===== config.mk =====
export PLATFORM = sky130hd
export DESIGN_NAME = gray_count_reader
export DESIGN_NICKNAME = d
export VERILOG_FILES = /design/src/rtl/gray_pkg.sv /design/src/rtl/gray_count_reader_sync.sv /design/src/rtl/gray_count_reader.sv
export SDC_FILE = /design/constraint.sdc
export NUM_CORES = 1
export LEC_CHECK = 0
export CAP_MARGIN = 15
export CORE_ASPECT_RATIO = 1.4
export CORE_MARGIN = 2
export CORE_UTILIZATION = 43
export CTS_BUF_LIST = sky130_fd_sc_hd__clkbuf_8 sky130_fd_sc_hd__clkbuf_16
export DETAILED_ROUTE_END_ITERATION = 6
export HOLD_SLACK_MARGIN = 0.12
export PLACE_DENSITY = 0.79
export SETUP_SLACK_MARGIN = 0.1
export SYNTH_ARGS = -nofsm -noshare
export SYNTH_HDL_FRONTEND = slang
export SYNTH_SLANG_ARGS = --single-unit

===== constraint.sdc =====
create_clock -name clk -period 4.6 [get_ports clk]
set_input_delay 0.92 -clock clk [delete_from_list [all_inputs] [get_ports clk]]
set_output_delay 0.92 -clock clk [all_outputs]
set_load 0.01 [all_outputs]

===== src/rtl/gray_pkg.sv =====
// Shared helpers for the Gray-count receive path: width-generic Gray/binary
// conversion, the multi-bit-change test and the snapshot-slot action encoding.
package gray_pkg;

  localparam int DEFAULT_WIDTH = 16;
  // Helpers work on a wide word; callers zero-extend, so WIDTH must not exceed this.
  localparam int MAX_WIDTH     = 64;

  typedef logic [MAX_WIDTH-1:0] word_t;

  typedef enum logic [1:0] {
    SNAP_IDLE,
    SNAP_LOAD,
    SNAP_DROP,
    SNAP_DRAIN
  } snap_op_e;

  function automatic word_t gray2bin(input word_t g);
    word_t b;
    b = '0;
    b[MAX_WIDTH-1] = g[MAX_WIDTH-1];
    for (int i = MAX_WIDTH - 2; i >= 0; i--) begin
      b[i] = b[i+1] ^ g[i];
    end
    return b;
  endfunction

  function automatic word_t bin2gray(input word_t b);
    return b ^ (b >> 1);
  endfunction

  // True when more than one bit is set: clearing the lowest set bit leaves something.
  function automatic logic popcount_gt1(input word_t x);
    return (x & (x - word_t'(1))) != '0;
  endfunction

endpackage


===== src/rtl/gray_count_reader_sync.sv =====
// WIDTH-wide, STAGES-deep synchroniser with enable; also exposes the value
// about to enter the final stage so the step checker can compare old vs new.
module gray_sync #(
  parameter int WIDTH  = 16,
  parameter int STAGES = 2
) (
  input  logic             clk,
  input  logic             reset,
  input  logic             enable,
  input  logic [WIDTH-1:0] i_d,
  output logic [WIDTH-1:0] o_q,
  output logic [WIDTH-1:0] o_q_next
);

  logic [STAGES-1:0][WIDTH-1:0] r_chain;

  // NOTE: sequential state uses non-blocking assignments so every stage
  // samples its neighbour's pre-edge value; blocking here would collapse the chain.
  always_ff @(posedge clk) begin
    if (reset) begin
      r_chain <= '0;
    end else if (enable) begin
      r_chain[0] <= i_d;
      for (int i = 1; i < STAGES; i++) begin
        r_chain[i] <= r_chain[i-1];
      end
    end
  end

  assign o_q = r_chain[STAGES-1];

  generate
    if (STAGES == 1) begin : g_single
      assign o_q_next = i_d;
    end else begin : g_multi
      assign o_q_next = r_chain[STAGES-2];
    end
  endgenerate

endmodule


===== src/rtl/gray_count_reader.sv =====
// Receive end of a Gray-coded counter bus: synchronise, decode to binary,
// flag illegal multi-bit steps and hand out count/delta snapshots via valid/ready.
module gray_count_reader
  import gray_pkg::*;
#(
  parameter int WIDTH       = DEFAULT_WIDTH,
  parameter int SYNC_STAGES = 2
) (
  input  logic             clk,
  input  logic             reset,
  input  logic             enable,
  input  logic [WIDTH-1:0] gray_in,
  input  logic             snap_req,
  output logic             snap_valid,
  input  logic             snap_ready,
  output logic [WIDTH-1:0] snap_count,
  output logic [WIDTH-1:0] snap_delta,
  output logic [WIDTH-1:0] bin_count,
  output logic             step_err,
  output logic             snap_overrun,
  input  logic             err_clr
);

  logic [WIDTH-1:0] w_g_s;
  logic [WIDTH-1:0] w_g_next;
  logic             w_step_bad;
  snap_op_e         w_snap_op;

  logic [WIDTH-1:0] r_bin;
  logic [WIDTH-1:0] r_last_snap;
  logic [WIDTH-1:0] r_snap_count;
  logic [WIDTH-1:0] r_snap_delta;
  logic             r_snap_valid;
  logic             r_step_err;
  logic             r_snap_overrun;

  gray_sync #(
    .WIDTH  (WIDTH),
    .STAGES (SYNC_STAGES)
  ) u_sync (
    .clk      (clk),
    .reset    (reset),
    .enable   (enable),
    .i_d      (gray_in),
    .o_q      (w_g_s),
    .o_q_next (w_g_next)
  );

  // Judge the step on the same edge that loads the new synchronised sample.
  assign w_step_bad = enable && popcount_gt1(word_t'(w_g_next ^ w_g_s));

  // NOTE: every signal written here gets a default first, so no path leaves it
  // unassigned and no latch is inferred.
  always_comb begin
    w_snap_op = SNAP_IDLE;
    if (snap_req) begin
      w_snap_op = (!r_snap_valid || snap_ready) ? SNAP_LOAD : SNAP_DROP;
    end else if (r_snap_valid && snap_ready) begin
      w_snap_op = SNAP_DRAIN;
    end
  end

  always_ff @(posedge clk) begin
    if (reset) begin
      r_bin          <= '0;
      r_step_err     <= 1'b0;
      r_snap_overrun <= 1'b0;
    end else begin
      if (enable) begin
        r_bin <= WIDTH'(gray2bin(word_t'(w_g_s)));
      end
      // A fresh error outranks a simultaneous clear.
      if (w_step_bad) begin
        r_step_err <= 1'b1;
      end else if (err_clr) begin
        r_step_err <= 1'b0;
      end
      if (w_snap_op == SNAP_DROP) begin
        r_snap_overrun <= 1'b1;
      end else if (err_clr) begin
        r_snap_overrun <= 1'b0;
      end
    end
  end

  // Reset flushes the slot outright; the consumer sees no handshake for it.
  always_ff @(posedge clk) begin
    if (reset) begin
      r_last_snap  <= '0;
      r_snap_count <= '0;
      r_snap_delta <= '0;
      r_snap_valid <= 1'b0;
    end else begin
      case (w_snap_op)
        SNAP_LOAD: begin
          r_snap_count <= r_bin;
          r_snap_delta <= r_bin - r_last_snap;
          r_last_snap  <= r_bin;
          r_snap_valid <= 1'b1;
        end
        SNAP_DRAIN: r_snap_valid <= 1'b0;
        default: ;
      endcase
    end
  end

  assign bin_count    = r_bin;
  assign snap_count   = r_snap_count;
  assign snap_delta   = r_snap_delta;
  assign snap_valid   = r_snap_valid;
  assign step_err     = r_step_err;
  assign snap_overrun = r_snap_overrun;

endmodule


== Word level (Yosys, flattened, before mapping) ==
Index checks and enable logic that the tools add are counted.
Storage, ports and cells
  bits in registers: 83
  output and inout port bits: 51
  word-level logic and storage cells: 45
Cells by class
  add/sub/neg operators: 2
  equal/unequal tests: 3
  muxes and demuxes: 7
  bitwise logic cells: 17
  reduce and logical (&&, ||, !) cells: 8
Operators with widths (count)
  bitwise AND 16 x 64 -> 64 bit: 1
  nonzero test 64 bit: 1
  subtractor 16 x 1 -> 17 bit (second input constant): 1
  subtractor 16 bit: 1
  bitwise XOR 16 bit: 1
  bitwise XOR 1 bit: 15
  2-to-1 mux 2 bit: 3
  nonzero test 2 bit: 3
  == test 2 bit (second input constant): 2
  2-to-1 mux 1 bit: 3
  == test 2 x 1 -> 1 bit (second input constant): 1
  logical AND 1 bit: 2
  one-hot mux 1 bit (2 select lines): 1
  zero test 1 bit: 1
  logical OR 1 bit: 1

== Depth between registers and ports, before layout ==
  word-level depth: 15
  gate-level depth with buffers: 14
  gate-level depth less buffers: 14

== Hierarchy ==
A second synthesis with hierarchy kept.
Unflattened totals
  cells, all modules: 458
  area, all modules: 4083.9 um^2
By module, submodules not included
  gray_count_reader: instances 1, cells an instance 355, area each 2920.3 um^2, sequential area each 1021.0 um^2
  gray_sync: instances 1, cells an instance 103, area each 1163.6 um^2, sequential area each 640.6 um^2

== Least setup slack after synthesis ==
No wires, ideal clock.
  path kind: reg2reg
  from: register u_sync.r_chain (netlist bit u_sync.o_q[15])
  to: register r_bin[0], in the netlist bin_count[0]
  library setup time: 0.138 ns
  data arrival time: 2.831 ns
  required time: 4.462 ns
  setup slack: 1.631 ns
  stages on the path, launching flop included: 12
  clock period less this slack: 2.969 ns
  path through: dfxtp_1 xor3_2 xnor3_1 xnor3_2 xnor2_2 xnor2_2 xnor2_1 xnor2_2 xnor2_2 xnor2_2 xnor2_1 a211oi_2
Between the ends
  longest elaborated chain between the ends: 15
RTL lines
  from (decl): RTL line gray_count_reader_sync.sv:15  | logic [STAGES-1:0][WIDTH-1:0] r_chain;
  from (signal, indexed assignment): RTL line gray_count_reader_sync.sv:25  | r_chain[i] <= r_chain[i-1];
  bitwise XOR 1 bit (15 in a row): RTL line gray_pkg.sv:23  | b[i] = b[i+1] ^ g[i];
  to (signal assigned): RTL line gray_count_reader.sv:70  | r_bin <= WIDTH'(gray2bin(word_t'(w_g_s)));
  to (decl): RTL line gray_count_reader.sv:29  | logic [WIDTH-1:0] r_bin;
Every way passes these cells.
A chain may end at the register's enable or synchronous reset.

== Worst setup path after layout ==
Ends and elaborated chain as after synthesis.

==> metrics.yaml <==
status: "finished, violations left"
violations: "DRC"
maxSlewViolCount: 0
period_minus_slack_ns: 3.19
vias: 3242
hold_class: "register to register"
whs_ns: 0.455
drt_iter0_drc: 117
relSlewSlack_pct: 34.4
gp_congestion: 0.832
final_antenna_net_count: 0
grt_max_degree: 46
synth_seq_cells: 83
antennaDiodeCount: 0
crit_type: "register to register"
synthTopCellsByArea: "dfxtp_1 41%, mux2i_1 10%, nor2_1 6.5%, ha_1 4.7%, nand2_1 4.6%"
synth_flop_cell: "dfxtp_1"
grt_pass1_vias: 3038
postCtsSetupRepairBufs: 0
area_growth_pct: 27.8
clkTransAtPathRegs_ns: 0.06
cts_buffer_depth: 2
start_kind: "register"
layout-drive-gt1-share_pct: 5.69
post-route-util_pct: 56.7
cts_resized: 0
dr_wl_met3_um: 347
numPortBuffers: 72
syn_area_um2: 4030
start_util_pct: 44.4
avgRoutedWirePerCell_um: 13.2
clkLatencyLatePin_ns: 0.34
grt_overflow: 0
dr.pass1.iters: 7
setup_viol: 0
final_common_cell: "dfxtp_1"
grt_pass1_wl_mm: 13.7
vias_per_cell: 5.11
power_density_nw_per_um2: 426
ioPinCount: 73
peakVddDrop_v: 0.000218
worstSetupStartpoint: "u_sync.o_q[15]"
yosys_warnings: 0
crit_required_ns: 4.78
cts_buffers: 9
synth_cells: 458
setup_tns_ns: 0
max_cap_violations: 0
core-area_um2: 9080
cts-root-buf: "clkbuf_16"
fin_nets: 561
drc: 6
fin_crit_sh_pct: 69.3
dieHeight_um: 119
wirelength_mm: 8.35
cp_data_arrival_time_ns: 3.37
synth_nets: 496
cts_hold_buf: 0
met1_length_mm: 3.55
mostFrequentLayoutCells: "83 x dfxtp_1, 70 x nor2_1, 70 x clkdlybuf4s50_1"
grt_usage_pct: 16.8
dieArea_um2: 10200
crit_path_end_kind: "register"
clock_sinks: 83
power_w: 0.00219
cp_max_fo: 5
top_layer_used: "met4"
synth_seq_area_share_pct: 41.3
antenna_found_initial: 0
worst_pin_slew_ns: 0.984
leakage_nw: 2.09
cts_tree: "built"
synth_edf_count: 0
rsz0062_at_grt: "false"
fin_worst_skew_ns: 0.00528
hp-start: "snap_delta[9]"
yosys.area.top_type_share_pct: 41.3
synth.avg_cell_area_um2: 8.79
rows: 41
ys_types: 45
timing.rr.start: "u_sync.o_q[15]"
max_freq_ghz: 0.314
htreeDepth: 3
die_w_um: 85.8
final_hold_viol_count: 0
async_flop_share_pct: 0
dp_hpwl_mm: 6.03
synth_top_area_cell: "dfxtp_1"
met2_length_mm: 4.32
-- where the power goes --
part,total (W),internal [W],switching [W]
Combinational,0.000555,0.000286,0.000268
Clock,0.000802,0.000524,0.000278
Sequential,0.000837,0.000782,0.0000553
-- stage by stage --
stage	worst slack, ns	cell area (um2)	instances
4_1_cts	1.39	5150	634
3_5_place_dp	1.41	4820	619
3_3_place_gp	1.52	4820	619
6_report	1.41	5150	634
2_1_floorplan	1.63	4030	458
5_1_grt	1.02	5150	634
-- synthesized netlist by cell type (11+ instances only) --
library cell  count
a211oi_1         11
a21oi_1          36
clkbuf_1         14
dfxtp_1          83
ha_1             15
inv_1            24
mux2i_1          41
nand2_1          49
nor2_1           70
o21ai_0          11
xnor2_1          21
xor2_1           12
-- worst max-delay path, cell delays in order, from the launching register on --
cell      delay [ns]
dfxtp_1         0.44
xor3_2          0.53
xnor3_1         0.41
xnor3_2         0.29
xnor2_2         0.24
xnor2_2         0.10
xnor2_1         0.27
xnor2_2         0.18
xnor2_2         0.16
xnor2_2         0.15
xnor2_1         0.16
a211oi_2        0.09
-- cell type report --
| class | instances | area [um2] |
|---|---|---|
| Tap cell | 107 | 134 |
| Inverter | 24 | 90.1 |
| Multi-Input combinational cell | 330 | 2200 |
| Timing Repair Buffer | 75 | 733 |
| Clock inverter | 6 | 106 |
| Sequential cell | 83 | 1660 |
| Fill cell | 819 | 3930 |
| Clock buffer | 9 | 225 |
-- cell families after synthesis --
family                     Yosys count  synth area share [%]
xor gates and xnor gates            41                  11.0
muxes                               41                  10.2
and+or+nand+nor                    154                  16.2
DFF                                 83                  41.3
AOI/OAI and AO/OA                   77                  11.7
buffers and inverters               45                  4.19
adders and majority gates           17                  5.41
-- routing by layer --
metal	up-vias	global-route usage, %
li1	1674	-
met1	1489	19.4
met2	69	28.6
met3	10	4.33
met4	0	7.44
met5	-	0
-- flip-flops by register name, indices dropped and copies added, names as in the netlist --
register	cells
snap_valid	1
snap_count	16
snap_delta	16
step_err	1
u_sync.o_q	16
u_sync.o_q_next	16
bin_count	16
snap_overrun	1
-- worst paths after layout --
check / to / slack [ns] / cells past startpoint
setup reg to reg: bin_count[0] / 1.41 / 11
hold / removal: snap_delta[9] / 0.45 / 2
setup / recovery: bin_count[0] / 1.41 / 11
hold reg to reg: snap_delta[9] / 0.45 / 2
(Power assumes the default switching activity.)
